File: src/rtl/seq_detect_pkg.sv
// Shared state encoding and parameter limits for the serial pattern detector.
// Imported by the detector, its interface and the bench.
package seq_detect_pkg;

    localparam int WIDTH_MIN = 2;
    localparam int WIDTH_MAX = 8;
    localparam int CNT_W_MIN = 1;
    localparam int CNT_W_MAX = 8;

    typedef enum logic [1:0] {
        EMPTY = 2'b00,
        FILL  = 2'b01,
        ARMED = 2'b10,
        BAD   = 2'b11
    } state_t;

endpackage

File: src/rtl/seq_detect_if.sv
// Serial data/control bundle between a bit source and the detector.
// The master drives the stream; the slave reports matches and count.
interface seq_detect_if #(
    parameter int WIDTH = 3,
    parameter int CNT_W = 2
);
    import seq_detect_pkg::*;

    logic             in;
    logic             en;
    logic             clr;
    logic [WIDTH-1:0] pattern;
    logic             match;
    logic [CNT_W-1:0] out;
    state_t           state;

    modport master (
        output in, en, clr, pattern,
        input  match, out, state
    );

    modport slave (
        input  in, en, clr, pattern,
        output match, out, state
    );

endinterface

File: src/rtl/seq_detect_sat_counter.sv
// Saturating up-counter with synchronous clear; holds at all-ones.
module sat_counter #(
    parameter int W = 2
) (
    input  logic         clk,
    input  logic         rst,
    input  logic         clr,
    input  logic         inc,
    output logic [W-1:0] value
);

    always_ff @(posedge clk or negedge rst) begin
        if (!rst) begin
            value <= '0;
        end else if (clr) begin
            value <= '0;
        end else if (inc && (value != '1)) begin
            value <= value + W'(1);
        end
    end

endmodule

File: src/rtl/seq_detect.sv
// Serial pattern detector: shifts qualified bits into a history window
// and pulses match when a full window equals the pattern.
module seq_detect
    import seq_detect_pkg::*;
#(
    parameter int WIDTH   = 3,
    parameter int CNT_W   = 2,
    parameter int OVERLAP = 1
) (
    input logic         clk,
    input logic         rst,
    seq_detect_if.slave bus
);

    localparam int            FW   = $clog2(WIDTH + 1);
    localparam logic [FW-1:0] FULL = FW'(WIDTH);

    state_t           st_q, st_d;
    logic [FW-1:0]    fill_q, fill_d;
    logic [WIDTH-1:0] hist_q, hist_d;
    logic             match_q, match_d;
    logic [CNT_W-1:0] cnt;

    always_ff @(posedge clk or negedge rst) begin
        if (!rst) begin
            st_q    <= EMPTY;
            fill_q  <= '0;
            hist_q  <= '0;
            match_q <= 1'b0;
        end else begin
            st_q    <= st_d;
            fill_q  <= fill_d;
            hist_q  <= hist_d;
            match_q <= match_d;
        end
    end

    always_comb begin
        st_d    = st_q;
        fill_d  = fill_q;
        hist_d  = hist_q;
        match_d = 1'b0;
        if (bus.clr) begin
            st_d   = EMPTY;
            fill_d = '0;
            hist_d = '0;
        end else if (st_q == BAD) begin
            st_d   = EMPTY;
            fill_d = '0;
        end else if (bus.en) begin
            hist_d = {hist_q[WIDTH-2:0], bus.in};
            fill_d = (fill_q == FULL) ? FULL : fill_q + FW'(1);
            if (st_q == EMPTY) begin
                st_d = FILL;
            end else if (st_q == FILL) begin
                st_d = (fill_d == FULL) ? ARMED : FILL;
            end else begin
                st_d = ARMED;
            end
            match_d = (st_d == ARMED) && (hist_d == bus.pattern);
            // Non-overlapping mode forces WIDTH fresh bits per match
            if (match_d && (OVERLAP == 0)) begin
                st_d   = EMPTY;
                fill_d = '0;
            end
        end
    end

    sat_counter #(
        .W(CNT_W)
    ) u_cnt (
        .clk  (clk),
        .rst  (rst),
        .clr  (bus.clr),
        .inc  (match_d),
        .value(cnt)
    );

    assign bus.match = match_q;
    assign bus.out   = cnt;
    assign bus.state = st_q;

endmodule

File: src/flat_wrapper.sv
// flat-port wrapper written by rule: the top's interface ports become plain ports
module seq_detect_flat import seq_detect_pkg::*;
#(
    parameter int WIDTH   = 3,
    parameter int CNT_W   = 2,
    parameter int OVERLAP = 1
)
  (clk, rst, bus_in, bus_en, bus_clr, bus_pattern, bus_match, bus_out, bus_state);
  seq_detect_if #(.WIDTH(WIDTH), .CNT_W(CNT_W)) bus_i ();
  input logic clk;
  input logic rst;
  input wire logic [$bits(bus_i.in)-1:0] bus_in;
  input wire logic [$bits(bus_i.en)-1:0] bus_en;
  input wire logic [$bits(bus_i.clr)-1:0] bus_clr;
  input wire logic [$bits(bus_i.pattern)-1:0] bus_pattern;
  output wire logic [$bits(bus_i.match)-1:0] bus_match;
  output wire logic [$bits(bus_i.out)-1:0] bus_out;
  output wire logic [$bits(bus_i.state)-1:0] bus_state;
  assign bus_i.in = bus_in;
  assign bus_i.en = bus_en;
  assign bus_i.clr = bus_clr;
  assign bus_i.pattern = bus_pattern;
  assign bus_match = bus_i.match;
  assign bus_out = bus_i.out;
  assign bus_state = bus_i.state;
  seq_detect #(.WIDTH(WIDTH), .CNT_W(CNT_W), .OVERLAP(OVERLAP)) u_core (.clk(clk), .rst(rst), .bus(bus_i));
endmodule
File: config.mk
export PLATFORM = sky130hd
export DESIGN_NAME = seq_detect_flat
export DESIGN_NICKNAME = d
export VERILOG_FILES = /design/src/rtl/seq_detect_pkg.sv /design/src/rtl/seq_detect_if.sv /design/src/rtl/seq_detect_sat_counter.sv /design/src/rtl/seq_detect.sv /design/src/flat_wrapper.sv
export SDC_FILE = /design/constraint.sdc
export NUM_CORES = 1
export LEC_CHECK = 0
export ABC_AREA = 1
export CAP_MARGIN = 20
export CORE_AREA = 2 2 39 41
export DETAILED_ROUTE_END_ITERATION = 8
export DIE_AREA = 0 0 41 43
export DONT_BUFFER_PORTS = 1
export PLACE_DENSITY = 0.5
export SYNTH_ARGS = -nofsm -noshare
export SYNTH_HDL_FRONTEND = slang
export SYNTH_HIERARCHICAL = 1
export SYNTH_SLANG_ARGS = --single-unit
File: constraint.sdc
create_clock -name clk -period 2.74 [get_ports clk]
set_input_delay 0.137 -clock clk [delete_from_list [all_inputs] [get_ports clk]]
set_output_delay 0.137 -clock clk [all_outputs]
set_load 0.05 [all_outputs]
==> results.yml, run 1 <==
placement:
  port_buffers: 0
  gp_congestion: 0.737
  dp_cells: 77
  dp_hpwl_um: 672
  place_ws_ps: 1100
route:
  drtAntennaViolNets: 0
  drcViolationCount: 0
  num_vias: 403
  dr.pass1.iters: 4
  first_iter_violations: 7
  drt-total-wl_um: 902
  avgRoutedWirePerCell_um: 10.9
  post_drt_via_cell_ratio: 4.86
timing:
  min_period_ps: 1630
  period_share: 0.594
  rsz0062_at_grt: "no"
  skew_ps: 2.55
  finalSetupViolations: 0
  worst_slew_pin_slew_ps: 540
  worst_slack_ps: 1110
  final-hold-violation-count: 0
  max_clock_freq_ghz: 0.614
  slew_viol_final: 0
  fin_tns_setup_ps: 0
  slew_headroom: 0.640
global_route:
  grt_overflow: 0
  grt_max_degree: 10
  grt.total_usage: 0.125
  grt_antenna_before_repair: 0
  grt_pass1_vias: 341
  grt_first_pass_wirelength_um: 1390
worst_setup_path:
  r2r_setup_slack_ps: 1110
  max_stage_delay_ps: 680
  crit_chain: "a21oi_1 > nor2_2 > nand2_1 > nor2_1 > nand2_1 > nand3_1 > nand2_1"
  r2r_start: "u_core/bus.state[0]"
  path_class: "flip-flop to flip-flop"
  path_max_fanout: 5
  worstSetupEndpointType: "flip-flop"
  rr_worst_depth: 7
  cp_common_cell: "nand2_1"
  worstSetupStartpointType: "flip-flop"
  slowest_stage: "dfrtp_1"
  arrival_ps: 1780
  worstPathRequired_ps: 2890
  reg2reg_to: "u_core/u_cnt/value[1]"
floorplan:
  fp.dieH_um: 43
  start_util: 0.335
  coreArea_um2: 1380
  num_rows: 14
  die_w_um: 41
  io_pins: 13
  die_area_um2: 1760
synthesis:
  synth_compound_area_frac: 0.0889
  synth-adder-area-share: 0.0270
  synth_cell_types: 14
  syn_area_um2: 464
  muxShareOfSynthArea: 0
  syn_nets: 70
  synth-xor-area-share: 0
  ys_warn_count: 6
  ys_seq_area_frac: 0.485
  ys_seq_elements: 9
  avgSynthCellArea_um2: 7.61
  synth-simple-area-share: 0.326
  synth_top_family_by_area: "simple AND/OR/NAND/NOR gates"
  syn_inst: 61
power_and_ir_drop:
  power_mw: 0.287
  cellLeakagePower_nw: 0.279
  pwr_density_cell_nw_per_um2: 540
  ir_drop_v: 0.000159
layout:
  fin_nets: 77
  fin_util: 0.383
  syn_to_final_growth_pct: 14.3
  drive_above_1_share: 0.164
  diodes: 0
  fin_cells: 83
  nFillCells: 152
clocking:
  insertion_delay_ps: 260
  htreeDepth: 1
  cts_resized: 0
  cts_made_buffers: 3
  clk_pin_slew_ps: 60
  cts-root-buf: "clkbuf_4"
  cts_sinks: 9
  cts.path.max_buffers: 2
  cts_tree: "built"
min_path:
  holdPathEnd: "u_core/u_cnt/value[0]"
  min_path_type: "input pin to flip-flop"
  worstHoldStart: "bus_clr"
  holdPathStages: 3
run:
  cap_viol_max_count: 0
status:
  outcome: "finished, final reports clean"
==> synth_stat cells (all sizes together) <==
cell type	n	area, um2
o21ai	2	10.0
nor2	6	25.0
nand2	20	82.6
ha	1	12.5
inv	9	33.8
a21oi	5	25.0
nand4	1	6.26
or2	2	12.5
dfrtp	9	225
nand3	5	25.0
o22ai	1	6.26
==> report_power, final <==
part,internal (mW),total (mW),switching [mW]
Clock,0.0561,0.102,0.0460
Combinational,0.0122,0.0300,0.0178
Sequential,0.140,0.155,0.0147
Total,0.208,0.287,0.0784
==> layer usage <==
metal,vias to the layer above,global-route usage,part of all wire
met2,13,0.150,0.41
met3,2,0.0419,0.071
met5,-,0,0
met1,184,0.163,0.50
met4,0,0.120,0.013
li1,204,-,-
==> cell type report <==
type,instances,area [um2],share of cell area
Inverter,9,33.8,0.0637
Clock buffer,4,26.3,0.0495
Multi-Input combinational cell,43,205,0.387
Timing Repair Buffer,2,20.0,0.0377
Tap cell,16,20.0,0.0377
Sequential cell,9,225,0.425
==> through the flow <==
step / cell area (um2) / hold WS (ps)
5_1_grt: 531 / 48.7
3_5_place_dp: 484 / -158
2_1_floorplan: 464 / -159
4_1_cts: 531 / 36.2
6_report: 531 / 48.9
3_3_place_gp: 484 / -158
==> timing repair <==
action	4_1_cts	5_1_grt
hold buffers	2	0
hold endpoints to repair	10	0
endpoints found under the setup margin	0	0
buffers inserted	0	0
==> worst max-delay path, delay by kind of cell, from the launching register on <==
kind,cells,cell delay [ps]
simple gates,6,650
flops,1,680
compound gates,1,180
==> flip-flops by register name, indices dropped and copies added, names as in the netlist <==
signal,count
u_core/bus.state,2
u_core/fill_q,2
u_core/hist_q,2
u_core/u_cnt/value,2
u_core/bus.match,1
==> layout by cell type (no fill, tap or decap), drive strengths merged <==
cell type / synthesis / final
nand2: 20 / 20
dfrtp: 9 / 9
inv: 9 / 9
nor2: 6 / 6
nand3: 5 / 5
a21oi: 5 / 5
clkbuf: 0 / 4
or2: 2 / 2
o21ai: 2 / 2
dlygate4sd3: 0 / 2
o22ai: 1 / 1
nand4: 1 / 1
ha: 1 / 1
==> worst max path at each step <==
stage | startpoint | endpoint | slack (ps)
floorplan | u_core/bus.state[0] | u_core/u_cnt/value[0] | 1240
global placement | u_core/bus.state[0] | u_core/u_cnt/value[1] | 1140
detailed placement | u_core/bus.state[0] | u_core/u_cnt/value[0] | 1100
CTS | u_core/bus.state[0] | u_core/u_cnt/value[1] | 1090
global route | u_core/bus.state[0] | u_core/u_cnt/value[1] | 940
finish | u_core/bus.state[0] | u_core/u_cnt/value[1] | 1110
==> cell families after synthesis <==
logic type,count (synthesis)
flip-flops,9
buffers and inverters,9
AND/OR/NAND/NOR,34
adder cells (fa/ha/maj),1
AO/OA/AOI/OAI,8
Power figures use the tool's default switching activity.
==> run 2: changes to the inputs <==
--- a/config.mk
+++ b/config.mk
@@ -5,13 +5,13 @@
 export SDC_FILE = /design/constraint.sdc
 export NUM_CORES = 1
 export LEC_CHECK = 0
-export ABC_AREA = 1
+export ABC_AREA = 0
 export CAP_MARGIN = 20
 export CORE_AREA = 2 2 39 41
 export DETAILED_ROUTE_END_ITERATION = 8
 export DIE_AREA = 0 0 41 43
 export DONT_BUFFER_PORTS = 1
-export PLACE_DENSITY = 0.5
+export PLACE_DENSITY = 0.51
 export SYNTH_ARGS = -nofsm -noshare
 export SYNTH_HDL_FRONTEND = slang
 export SYNTH_HIERARCHICAL = 1
==> constraint.sdc (replaced) <==
create_clock -name clk -period 1.35 [get_ports clk]
set_input_delay 0.0675 -clock clk [delete_from_list [all_inputs] [get_ports clk]]
set_output_delay 0.0675 -clock clk [all_outputs]
set_load 0.05 [all_outputs]
==> run 2 against run 1 <==
Compared with the run above:
- the run now ends with setup timing left
- setup slack got worse by 1300 ps
- clock skew increased by 2.6 ps
- global-route usage increased by 2.9 points
- wire length increased by 22%
- sequential power increased by 86%
- register-to-register slack got worse by 1300 ps
- utilization increased by 10 points
- via count decreased by 4.2%
- power increased by 110%
- first-iteration DRC count increased by 43%
- cell count decreased by 6.0%
==> results.yml, run 2 <==
status:
  outcome: "complete, but fails checks"
  violations: "setup timing"
route:
  first_iter_violations: 10
  drt-total-wl_um: 1100
  dr.pass1.iters: 2
  drtAntennaViolNets: 0
  num_vias: 386
  post_drt_via_cell_ratio: 4.95
  drcViolationCount: 0
  avgRoutedWirePerCell_um: 14.1
layout:
  final_common_cell: "buf_4"
  nFillCells: 122
  fin_nets: 72
  stdcell_area_um2: 673
  most-common-layout-cells: "buf_4, dfrtp_1, nor2_1"
  diodes: 0
  syn_to_final_growth_pct: 45.8
  fin_cells: 78
  drive_above_1_share: 0.387
worst_setup_path:
  crit_family: "simple AND/OR/NAND/NOR gates"
  path_class: "flip-flop to flip-flop"
  arrival_ps: 1710
  worstSetupStartpointType: "flip-flop"
  crit_buf_inv: 0
  slowest_stage: "dfrtp_2"
  worstPathRequired_ps: 1490
  r2r_setup_slack_ps: -220
  max_stage_delay_ps: 410
  path_max_fanout: 3
  worstSetupEndpointType: "flip-flop"
  crit_chain: "nand3b_1 > a2111oi_4 > nor2b_4 > mux2_4"
clocking:
  cts_sinks: 9
  cts_made_buffers: 3
  cts_tree: "built"
  insertion_delay_ps: 260
  clk_pin_slew_ps: 60
  cts.path.max_buffers: 2
  htreeDepth: 1
  cts-root-buf: "clkbuf_4"
synthesis:
  ys.flop_type: "dfrtp_1"
  ys_seq_area_frac: 0.488
  ys_seq_elements: 9
  synthDominantCellAreaShare: 0.488
  syn_inst: 41
  synth_cell_types: 21
  syn_area_um2: 462
  async_reset_ff_frac: 1.00
  synth_top_area_cell: "dfrtp_1"
  yosysMostFrequentCell: "dfrtp_1"
  syn_nets: 50
  avgSynthCellArea_um2: 11.3
  synth_area_leaders: "dfrtp_1, nor2_1, mux2i_1"
  synth_common_cells: "dfrtp_1, nor2_1"
  ys_warn_count: 6
  synth_edf_count: 0
global_route:
  grt_pass1_vias: 431
  grt.total_usage: 0.154
  grt_overflow: 0
  grt_first_pass_wirelength_um: 1810
  grt_antenna_before_repair: 0
  grt_max_degree: 10
run:
  cap_viol_max_count: 0
timing:
  finalSetupViolations: 2
  skew_ps: 5.16
  max_clock_freq_ghz: 0.635
  rsz0062_at_grt: "yes"
  worst_slew_pin_slew_ps: 444
  fin_tns_setup_ps: -243
  period_share: 1.17
  min_period_ps: 1570
  final-hold-violation-count: 0
  slew_viol_final: 0
  slew_headroom: 0.704
  worst_slack_ps: -225
min_path:
  min_path_type: "input pin to flip-flop"
placement:
  dp_hpwl_um: 811
  dp_cells: 67
  place_ws_ps: -218
  placed_area_um2: 579
  port_buffers: 0
  gp_congestion: 0.697
floorplan:
  fp.dieH_um: 43
  die_w_um: 41
  io_pins: 13
  coreArea_um2: 1380
  num_rows: 14
  start_util: 0.334
  die_area_um2: 1760
power_and_ir_drop:
  ir_drop_v: 0.000446
  cellLeakagePower_nw: 0.313
  pwr_density_cell_nw_per_um2: 875
[run 2: cell types whose count changed after synthesis, sizes merged, moves of 2 or more]
cell	previous run	this run
nand2	20	1
inv	9	0
nand3	5	1
a21oi	5	2
mux2i	0	2
nand2b	0	2
nand3b	0	2
nor2b	0	2
nor3	0	2
or2	2	0
xor2	0	2
[run 2: worst register-to-register path, delay by kind of cell (launching register included)]
family / cells / cell delay, ps
muxes: 1 / 300
AOI/OAI and AO/OA: 1 / 330
DFF: 1 / 410
and+or+nand+nor: 2 / 410
[run 2: what timing repair did]
action                                  CTS  global route
hold buffers                              4             0
gates resized for setup                   0             1
buffers inserted                          3             0
gates cloned                              0             0
endpoints found under the setup margin    2             3
endpoints found under the hold margin    15             0
[run 2: stage by stage]
stage / total power, mW / hold slack [ps] / utilization
after floorplan: 0.342 / -228 / -
after global placement: 0.362 / -228 / 0.419
after detailed placement: 0.366 / -228 / 0.419
after CTS: 0.592 / 2.24 / 0.483
after global routing: 0.617 / 28.1 / 0.486
final: 0.589 / 17.6 / 0.486
[run 2: kinds of logic (layout without fill, tap and decap cells)]
group                    after synthesis  after routing  synth area share
AO/OA/AOI/OAI                          7              7             0.117
XOR/XNOR                               3              3            0.0569
adder cells (fa/ha/maj)                1              1            0.0271
buffers and inverters                  0             21                 0
flip-flops                             9              9             0.488
multiplexers                           3              3            0.0759
AND/OR/NAND/NOR                       18             18             0.236
[run 2: layer usage]
layer  up-vias  routed length, um  track usage
met3         2                 57       0.0366
met1       189                424        0.185
met5         -                  0            0
met4         0                 11       0.0800
li1        186                  -            -
met2         9                604        0.241
[run 2: power breakdown]
part / switching (mW) / internal [mW] / leakage (nW)
Sequential: 0.00807 / 0.280 / 0.119
Combinational: 0.0507 / 0.0455 / 0.179
Clock: 0.0905 / 0.114 / 0.0150
[run 2: path summary, 6_finish.rpt]
| kind | from | end | cells past startpoint |
|---|---|---|---|
| worst max-delay path | u_core/bus.state[1] | u_core/u_cnt/value[0] | 4 |
| worst min-delay path | bus_en | u_core/bus.state[0] | 3 |
| worst max register to register | u_core/bus.state[1] | u_core/u_cnt/value[0] | 4 |
| worst min register to register | u_core/hist_q[1] | u_core/hist_q[1] | 2 |
| max in group asynchronous | rst | u_core/bus.state[0] | 1 |
| min in group asynchronous | rst | u_core/fill_q[0] | 1 |
[run 2: final cells by class]
type,instances,area [um2],share of cell area
multi-input combinational,32,262,0.388
tap,16,20.0,0.0297
clock buffer,4,26.3,0.0390
timing repair buffer,17,138,0.204
sequential,9,228,0.338
